--- src/rtl/wb_stage.sv ---
// Write-back stage: latches the MEM->WB bus and commits register-file writes.
// It also owns HI/LO and the CP0 registers and raises cancel on an exception or eret.
module wb_stage #(
  parameter logic [31:0] EXC_ENTRY  = 32'hBFC00380,
  parameter logic [31:0] STATUS_RST = 32'h00400000
) (
  input  logic         clk,
  input  logic         resetn,
  input  logic         MEM_over,
  input  logic [160:0] MEM_WB_bus,
  output logic         WB_valid,
  output logic [3:0]   rf_wen,
  output logic [4:0]   rf_wdest,
  output logic [31:0]  rf_wdata,
  output logic         WB_hi_write,
  output logic         WB_lo_write,
  output logic [31:0]  WB_hi_data,
  output logic [31:0]  WB_lo_data,
  output logic [31:0]  HI_data,
  output logic [31:0]  LO_data,
  output logic [31:0]  cp0r_status,
  output logic [31:0]  cp0r_cause,
  output logic [31:0]  cp0r_epc,
  output logic [31:0]  cp0r_badvaddr,
  output logic         cancel,
  output logic [31:0]  redirect_pc,
  output logic [31:0]  WB_pc
);

  localparam logic [7:0] ADDR_BADVADDR = {5'd8, 3'd0};
  localparam logic [7:0] ADDR_STATUS   = {5'd12, 3'd0};
  localparam logic [7:0] ADDR_CAUSE    = {5'd13, 3'd0};
  localparam logic [7:0] ADDR_EPC      = {5'd14, 3'd0};

  logic [159:0] r_bus;
  logic         r_valid;
  logic         r_in_ds;
  logic [31:0]  r_hi, r_lo;
  logic [31:0]  r_status, r_cause, r_epc, r_badvaddr;

  logic w_unused;
  assign w_unused = MEM_WB_bus[160];

  always_ff @(posedge clk or posedge resetn) begin
    if (resetn) begin
      r_valid <= 1'b0;
      r_bus   <= '0;
    end else begin
      r_valid <= MEM_over;
      if (MEM_over) r_bus <= MEM_WB_bus[159:0];
    end
  end

  logic [3:0]  w_wbytes;
  logic [31:0] w_pc, w_exe_result, w_lo_result, w_mem_result;
  logic        w_eret, w_ri, w_ades, w_adel, w_ov, w_brk, w_sys;
  logic [7:0]  w_cp0_addr;
  logic        w_mfc0, w_mtc0, w_mflo, w_mfhi, w_lo_wr, w_hi_wr;
  logic [4:0]  w_wdest;
  logic        w_wen, w_jbr;

  assign w_wbytes     = r_bus[3:0];
  assign w_pc         = r_bus[35:4];
  assign w_exe_result = r_bus[67:36];
  assign w_eret       = r_bus[68];
  assign w_ri         = r_bus[69];
  assign w_ades       = r_bus[70];
  assign w_adel       = r_bus[71];
  assign w_ov         = r_bus[72];
  assign w_brk        = r_bus[73];
  assign w_sys        = r_bus[74];
  assign w_cp0_addr   = r_bus[82:75];
  assign w_mfc0       = r_bus[83];
  assign w_mtc0       = r_bus[84];
  assign w_mflo       = r_bus[85];
  assign w_mfhi       = r_bus[86];
  assign w_lo_wr      = r_bus[87];
  assign w_hi_wr      = r_bus[88];
  assign w_lo_result  = r_bus[120:89];
  assign w_mem_result = r_bus[152:121];
  assign w_wdest      = r_bus[157:153];
  assign w_wen        = r_bus[158];
  assign w_jbr        = r_bus[159];

  logic       w_exc, w_commit;
  logic [4:0] w_exc_code;

  assign w_exc    = r_valid & (w_ri | w_sys | w_brk | w_ov | w_adel | w_ades);
  assign w_commit = r_valid & ~w_exc;

  always_comb begin
    w_exc_code = 5'd0;
    if (w_ri)        w_exc_code = 5'd10;
    else if (w_sys)  w_exc_code = 5'd8;
    else if (w_brk)  w_exc_code = 5'd9;
    else if (w_ov)   w_exc_code = 5'd12;
    else if (w_adel) w_exc_code = 5'd4;
    else if (w_ades) w_exc_code = 5'd5;
  end

  assign cancel      = r_valid & (w_exc | w_eret);
  assign redirect_pc = w_exc ? EXC_ENTRY : r_epc;

  always_ff @(posedge clk or posedge resetn) begin
    if (resetn)        r_in_ds <= 1'b0;
    else if (cancel)   r_in_ds <= 1'b0;
    else if (r_valid)  r_in_ds <= w_jbr;
  end

  assign WB_hi_write = w_commit & w_hi_wr;
  assign WB_lo_write = w_commit & w_lo_wr;
  assign WB_hi_data  = w_mem_result;
  assign WB_lo_data  = w_lo_result;

  always_ff @(posedge clk or posedge resetn) begin
    if (resetn) begin
      r_hi <= '0;
      r_lo <= '0;
    end else begin
      if (WB_hi_write) r_hi <= w_mem_result;
      if (WB_lo_write) r_lo <= w_lo_result;
    end
  end

  // Exception update takes precedence over any mtc0/eret in the same cycle.
  always_ff @(posedge clk or posedge resetn) begin
    if (resetn) begin
      r_status   <= STATUS_RST;
      r_cause    <= '0;
      r_epc      <= '0;
      r_badvaddr <= '0;
    end else if (w_exc) begin
      r_status[1]   <= 1'b1;
      r_cause[31]   <= r_in_ds;
      r_cause[6:2]  <= w_exc_code;
      r_epc         <= r_in_ds ? (w_pc - 32'd4) : w_pc;
      if (w_adel | w_ades) r_badvaddr <= w_exe_result;
    end else if (r_valid) begin
      if (w_mtc0) begin
        case (w_cp0_addr)
          ADDR_STATUS: begin
            r_status[15:8] <= w_mem_result[15:8];
            r_status[1:0]  <= w_mem_result[1:0];
          end
          ADDR_CAUSE:  r_cause[9:8] <= w_mem_result[9:8];
          ADDR_EPC:    r_epc        <= w_mem_result;
          default: ;
        endcase
      end
      if (w_eret) r_status[1] <= 1'b0;
    end
  end

  logic [31:0] w_cp0_rdata, w_mem_aligned;

  always_comb begin
    w_cp0_rdata = '0;
    case (w_cp0_addr)
      ADDR_STATUS:   w_cp0_rdata = r_status;
      ADDR_CAUSE:    w_cp0_rdata = r_cause;
      ADDR_EPC:      w_cp0_rdata = r_epc;
      ADDR_BADVADDR: w_cp0_rdata = r_badvaddr;
      default:       w_cp0_rdata = '0;
    endcase
  end

  // Partial-word lwl/lwr results are shifted into the lanes named by rf_wbytes.
  always_comb begin
    w_mem_aligned = w_mem_result;
    case (w_wbytes)
      4'b1000: w_mem_aligned = {w_mem_result[7:0], 24'b0};
      4'b1100: w_mem_aligned = {w_mem_result[15:0], 16'b0};
      4'b1110: w_mem_aligned = {w_mem_result[23:0], 8'b0};
      4'b0111: w_mem_aligned = {8'b0, w_mem_result[31:8]};
      4'b0011: w_mem_aligned = {16'b0, w_mem_result[31:16]};
      4'b0001: w_mem_aligned = {24'b0, w_mem_result[31:24]};
      default: w_mem_aligned = w_mem_result;
    endcase
  end

  always_comb begin
    rf_wdata = w_mem_aligned;
    if (w_mfhi)      rf_wdata = r_hi;
    else if (w_mflo) rf_wdata = r_lo;
    else if (w_mfc0) rf_wdata = w_cp0_rdata;
  end

  assign rf_wen   = {4{w_commit & w_wen}} & w_wbytes;
  assign rf_wdest = w_wdest;

  assign WB_valid      = r_valid;
  assign WB_pc         = w_pc;
  assign HI_data       = r_hi;
  assign LO_data       = r_lo;
  assign cp0r_status   = r_status;
  assign cp0r_cause    = r_cause;
  assign cp0r_epc      = r_epc;
  assign cp0r_badvaddr = r_badvaddr;

endmodule

--- config.mk ---
export PLATFORM = sky130hd
export DESIGN_NAME = wb_stage
export DESIGN_NICKNAME = d
export VERILOG_FILES = /design/src/rtl/wb_stage.sv
export SDC_FILE = /design/constraint.sdc
export NUM_CORES = 1
export LEC_CHECK = 0
export CORE_MARGIN = 8
export CORE_UTILIZATION = 40
export CTS_CLUSTER_DIAMETER = 50
export CTS_CLUSTER_SIZE = 12
export DETAILED_ROUTE_END_ITERATION = 6
export GPL_TIMING_DRIVEN = 1
export PLACE_DENSITY = 0.72
export REMOVE_ABC_BUFFERS = 1
export SLEW_MARGIN = 20
export SYNTH_ARGS = -nofsm -noshare
export SYNTH_HDL_FRONTEND = slang
export SYNTH_SLANG_ARGS = --single-unit
--- constraint.sdc ---
create_clock -name clk -period 25.3 [get_ports clk]
set_input_delay 5.06 -clock clk [delete_from_list [all_inputs] [get_ports clk]]
set_output_delay 5.06 -clock clk [all_outputs]
set_load 0.01 [all_outputs]
* Yosys cells after proc, flatten, opt, wreduce, memory -nomap -nowiden
Cells that the tools add are included.
** Storage, ports and cells
- Output and inout bits :: 365
- Flip-flop bits (word level) :: 308
- Word-level logic and storage cells :: 74
- Input port bits :: 164
** Cells by class
- Add/subtract/negate cells :: 1
- Eq/ne operators :: 10
- Muxes and demuxes :: 24
- Bitwise gates (word level) :: 15
- Reductions and logical operators :: 11
** Operator list (count)
- $mux 32 :: 9
- $pmux 32 s6 :: 1
- $pmux 32 s4 :: 1
- $eq 8x7->1 const B :: 4
- $sub 32x3->32 const B :: 1
- $mux 4 :: 4
- $eq 4x4->1 const B :: 3
- $reduce_and 4->1 :: 2
- $reduce_bool 2->1 :: 4
- $or 1x1->1 :: 7
- $and 1x1->1 :: 6
- $mux 2 :: 3
- $mux 3 :: 2
- $reduce_and 3->1 :: 2
- $reduce_bool 3->1 :: 2
- $and 4x4->4 :: 1
- $eq 4x1->1 const B :: 1
- $eq 4x2->1 const B :: 1
- $eq 4x3->1 const B :: 1
- $mux 1 :: 4
- $reduce_and 2->1 :: 1
- $not 1->1 :: 1

* Depth between registers and ports, before layout
- Depth in word-level cells :: 10
- Gate-level depth with buffers :: 8
- Gate-level depth less buffers :: 7

* Worst setup path after synthesis
No wires, ideal clock.
- Path kind :: reg2out
- Start :: register r_bus[79]
- End :: output rf_wdata[16]
- Arrival time :: 1.726 ns
- Stages on the path, launching flop included :: 8
- Buffers on the path :: 2
- Path slack :: 18.514 ns
- Cell sequence :: dfrtp_1 nor3b_1 nor2b_1 buf_2 buf_2 a22o_1 a21oi_1 nor3_1
** Between the ends
- Longest elaborated chain between the ends :: 5
- Elaborated cells between the ends (all ways) :: 8
- Classes of those cells :: 4 x eq/ne; 4 x mux
** RTL lines
- start, declared :: RTL line 35 : logic [159:0] r_bus;
- start signal, assigned :: RTL line 50 : if (MEM_over) r_bus <= MEM_WB_bus[159:0];
- $eq 8x7->1 :: RTL line 158 : case (w_cp0_addr)
- $pmux 32 s4 (*) :: RTL line 158
- $mux 32 (*) :: RTL line 185 : else if (w_mfc0) rf_wdata = w_cp0_rdata;
- $mux 32 (*) :: RTL line 184 : else if (w_mflo) rf_wdata = r_lo;
- $mux 32 (*) :: RTL line 183 : if (w_mfhi) rf_wdata = r_hi;
- end, declared :: RTL line 14 : output logic [31:0] rf_wdata,
Every way passes the cells marked *; elsewhere a longest branch is shown, timed or not.

* Worst setup path in the final report
- Start :: register r_bus[1]
- End :: output rf_wdata[0]
** Between the ends
- Longest elaborated chain between the ends :: 5
- Elaborated cells between the ends (all ways) :: 10
- Classes of those cells :: 6 x eq/ne; 4 x mux
** RTL lines
- $eq 4x1->1 (tied with other cells) :: RTL line 170 : case (w_wbytes)
- $pmux 32 s6 (*) :: RTL line 170
- $mux 32 (*) :: RTL line 185
- $mux 32 (*) :: RTL line 184
- $mux 32 (*) :: RTL line 183
Marks and branches as above.

==> reports/metrics.yaml <==
outcome: "completed"
clock_path_buffers: 3
pwr-share-seq_pct: 38.9
routedWlPerCell_um: 26.72
grt-ovfl-total: 0
syn_to_final_growth_pct: 35.79
numCtsBuffers: 41
die_area_mm2: 0.04717
clk_pin_slew_ps: 60
routed.top_layer: "met4"
grt_pass1_wl_um: 92070
fin_crit_ps: 9521
drtIter0Drc: 1251
dp_hpwl_um: 47280
min-delay-path-class: "register to register"
dr.pass1.iters: 7
slew_headroom_pct: 24.75
cp_data_arrival_time_ps: 4460
synth_async_sr_flop_share_pct: 100.0
grt_pass1_vias: 13740
wl_um: 63330
route.vias.total: 13040
synth.distinct_cells: 62
htree_levels: 2
ys_ff_latch: 307
clock-sinks: 307
grt_max_degree: 178
critical_path_required_ps: 20240
swShare_pct: 30.30
io_pins: 529
cap_viol_max_count: 0
seq_area_frac_synth_pct: 47.45
p_sw_w: 0.0004979
slowest_delay_ps: 1010
final.fill_count: 3421
ant_nets: 0
antenna_found_initial: 1
final_common_cell: "clkdlybuf4s50_1"
synth_flop_cell: "dfrtp_1"
crit_chain: "nor2b_1, o22a_1, a222oi_1, or3_1, a21oi_1, clkdlybuf4s50_1"
synth_warnings: 46
start_util_pct: 40.66
critPathSlowestCell: "o22a_1"
crit_type: "register to primary output"
die_w_um: 217.2
tritoncts: "yes"
core.rowCount: 73
worstMarginPinSlew_ps: 1129
p_per_area_mw_per_mm2: 74.75
final_cell_mix: "479 x clkdlybuf4s50_1, 305 x dfrtp_1, 257 x mux2_2, 102 x a21oi_1, 71 x nand2_1"
final_util_pct: 55.21
grtUsageTotal_pct: 25.78
crit_fanout: 28
wl_met1_um: 24180
slew_viol_final: 0
clockPowerShare_pct: 37.3
cts_root_buf: "clkbuf_16"
core_mm2: 0.03982
cts_setup_buffers: 0
drive_gt1_share_pct: 19.96
final.setup.tns_ps: 0
nNetsFinal: 1979
start_kind: "register"
ir_worst_vdd_uv: 45.93
die_h_um: 217.2
synth_cells: 1471
total_power_w: 0.001643
cts_resized: 0
worstSkewPairLatency_ps: 550
power_frac_comb_pct: 23.8
avgSynthCellArea_um2: 11.01
vias_per_cell: 5.502
internal-power_w: 0.001145
gp_congestion: 0.8526
drc: 0
synth_edf_count: 0
met2_length_um: 31880
hold_viol_final: 0
setup_viol: 0
syn_area_mm2: 0.01619
fmax_mhz: 105.0
rsz0062_at_grt: "no"
skew_ps: 15.66
io_buffers: 480
end_kind: "primary output"
leakage_nw: 9.096
ctsHoldBuffers: 0
fin_crit_sh_pct: 37.63
route.met3.wl_um: 5477
[sequential cells by signal (all words and copies together), names as in the netlist]
name	cells
cp0r_status	10
LO_data	32
r_bus	160
HI_data	32
cp0r_badvaddr	32
r_in_ds	1
cp0r_epc	32
cp0r_cause	7
WB_valid	1
[through the flow]
stage	instances	hold slack [ps]	area, um2	setup slack, ps
2_1_floorplan	1273	471.0	14860	11750
3_3_place_gp	2295	482.9	20510	16550
3_5_place_dp	2295	487.4	20510	16480
4_1_cts	2368	500.8	21950	15870
5_1_grt	2369	522.3	21980	15610
6_report	2370	498.2	21990	15780
[worst max-delay path, delay by kind of cell, from the launching register on]
family,cells,cell delay (ps)
AO/OA/AOI/OAI,3,1460
buffers and inverters,1,590
flip-flops,1,740
AND/OR/NAND/NOR,2,1130
[final cells by class]
type	count	area, um2	area share (%)
antenna	1	2.502	0.01138
multi-input combinational	937	7107	32.32
inverter	29	116.4	0.5293
clock inverter	18	241.5	1.098
timing repair buffer	498	4976	22.63
tap	525	656.9	2.988
sequential	307	7685	34.95
clock buffer	55	1201	5.463
[metal layers]
layer / up-vias / global-route usage, %
li1: 5758 / -
met5: - / 0
met3: 109 / 7.101
met4: 0 / 8.318
met1: 6513 / 30.12
met2: 659 / 45.35
[power groups by stage]
| stage | clock network [W] | logic [W] | registers [W] |
|---|---|---|---|
| 2_1_floorplan | 0 | 0.000140 | 0.000640 |
| 3_3_place_gp | 0 | 0.000389 | 0.000643 |
| 3_5_place_dp | 0 | 0.000393 | 0.000646 |
| 4_1_cts | 0.000625 | 0.000396 | 0.000638 |
| 5_1_grt | 0.000645 | 0.000417 | 0.000647 |
| 6_report | 0.000614 | 0.000391 | 0.000639 |
[cells in the mapped netlist (all sizes together) (29+ instances only)]
cell,n,area [um2]
a211oi,29,217.7
a21oi,103,515.5
and2,41,256.5
buf,181,1270
clkbuf,63,236.5
dfrtp,307,7682
inv,29,108.9
mux2,268,3018
mux2i,29,290.3
nand2,73,276.5
nor2,57,232.7
o21ai,41,205.2
[kinds of logic (layout without fill, tap and decap cells)]
logic type,after synthesis,count (layout),synth area share (%)
compound gates,266,266,10.48
buf+inv,273,600,9.976
xor+xnor,28,28,1.515
other cells,1,48,0.02316
mux,297,297,20.43
flops,307,307,47.45
simple gates,298,298,10.05
fa+ha+maj,1,1,0.07726
[worst paths after layout]
check | cells after the start | from | endpoint | slack [ps]
worst max-delay path | 6 | r_bus[1] | rf_wdata[0] | 15780
worst min-delay path | 1 | r_bus[74] | cp0r_cause[2] | 500
worst max register to register | 5 | r_bus[70] | HI_data[7] | 22530
worst min register to register | 1 | r_bus[74] | cp0r_cause[2] | 500
max in group asynchronous | 3 | resetn | cp0r_epc[22] | 18550
min in group asynchronous | 2 | resetn | r_bus[91] | 5080
(Power assumes the default switching activity.)
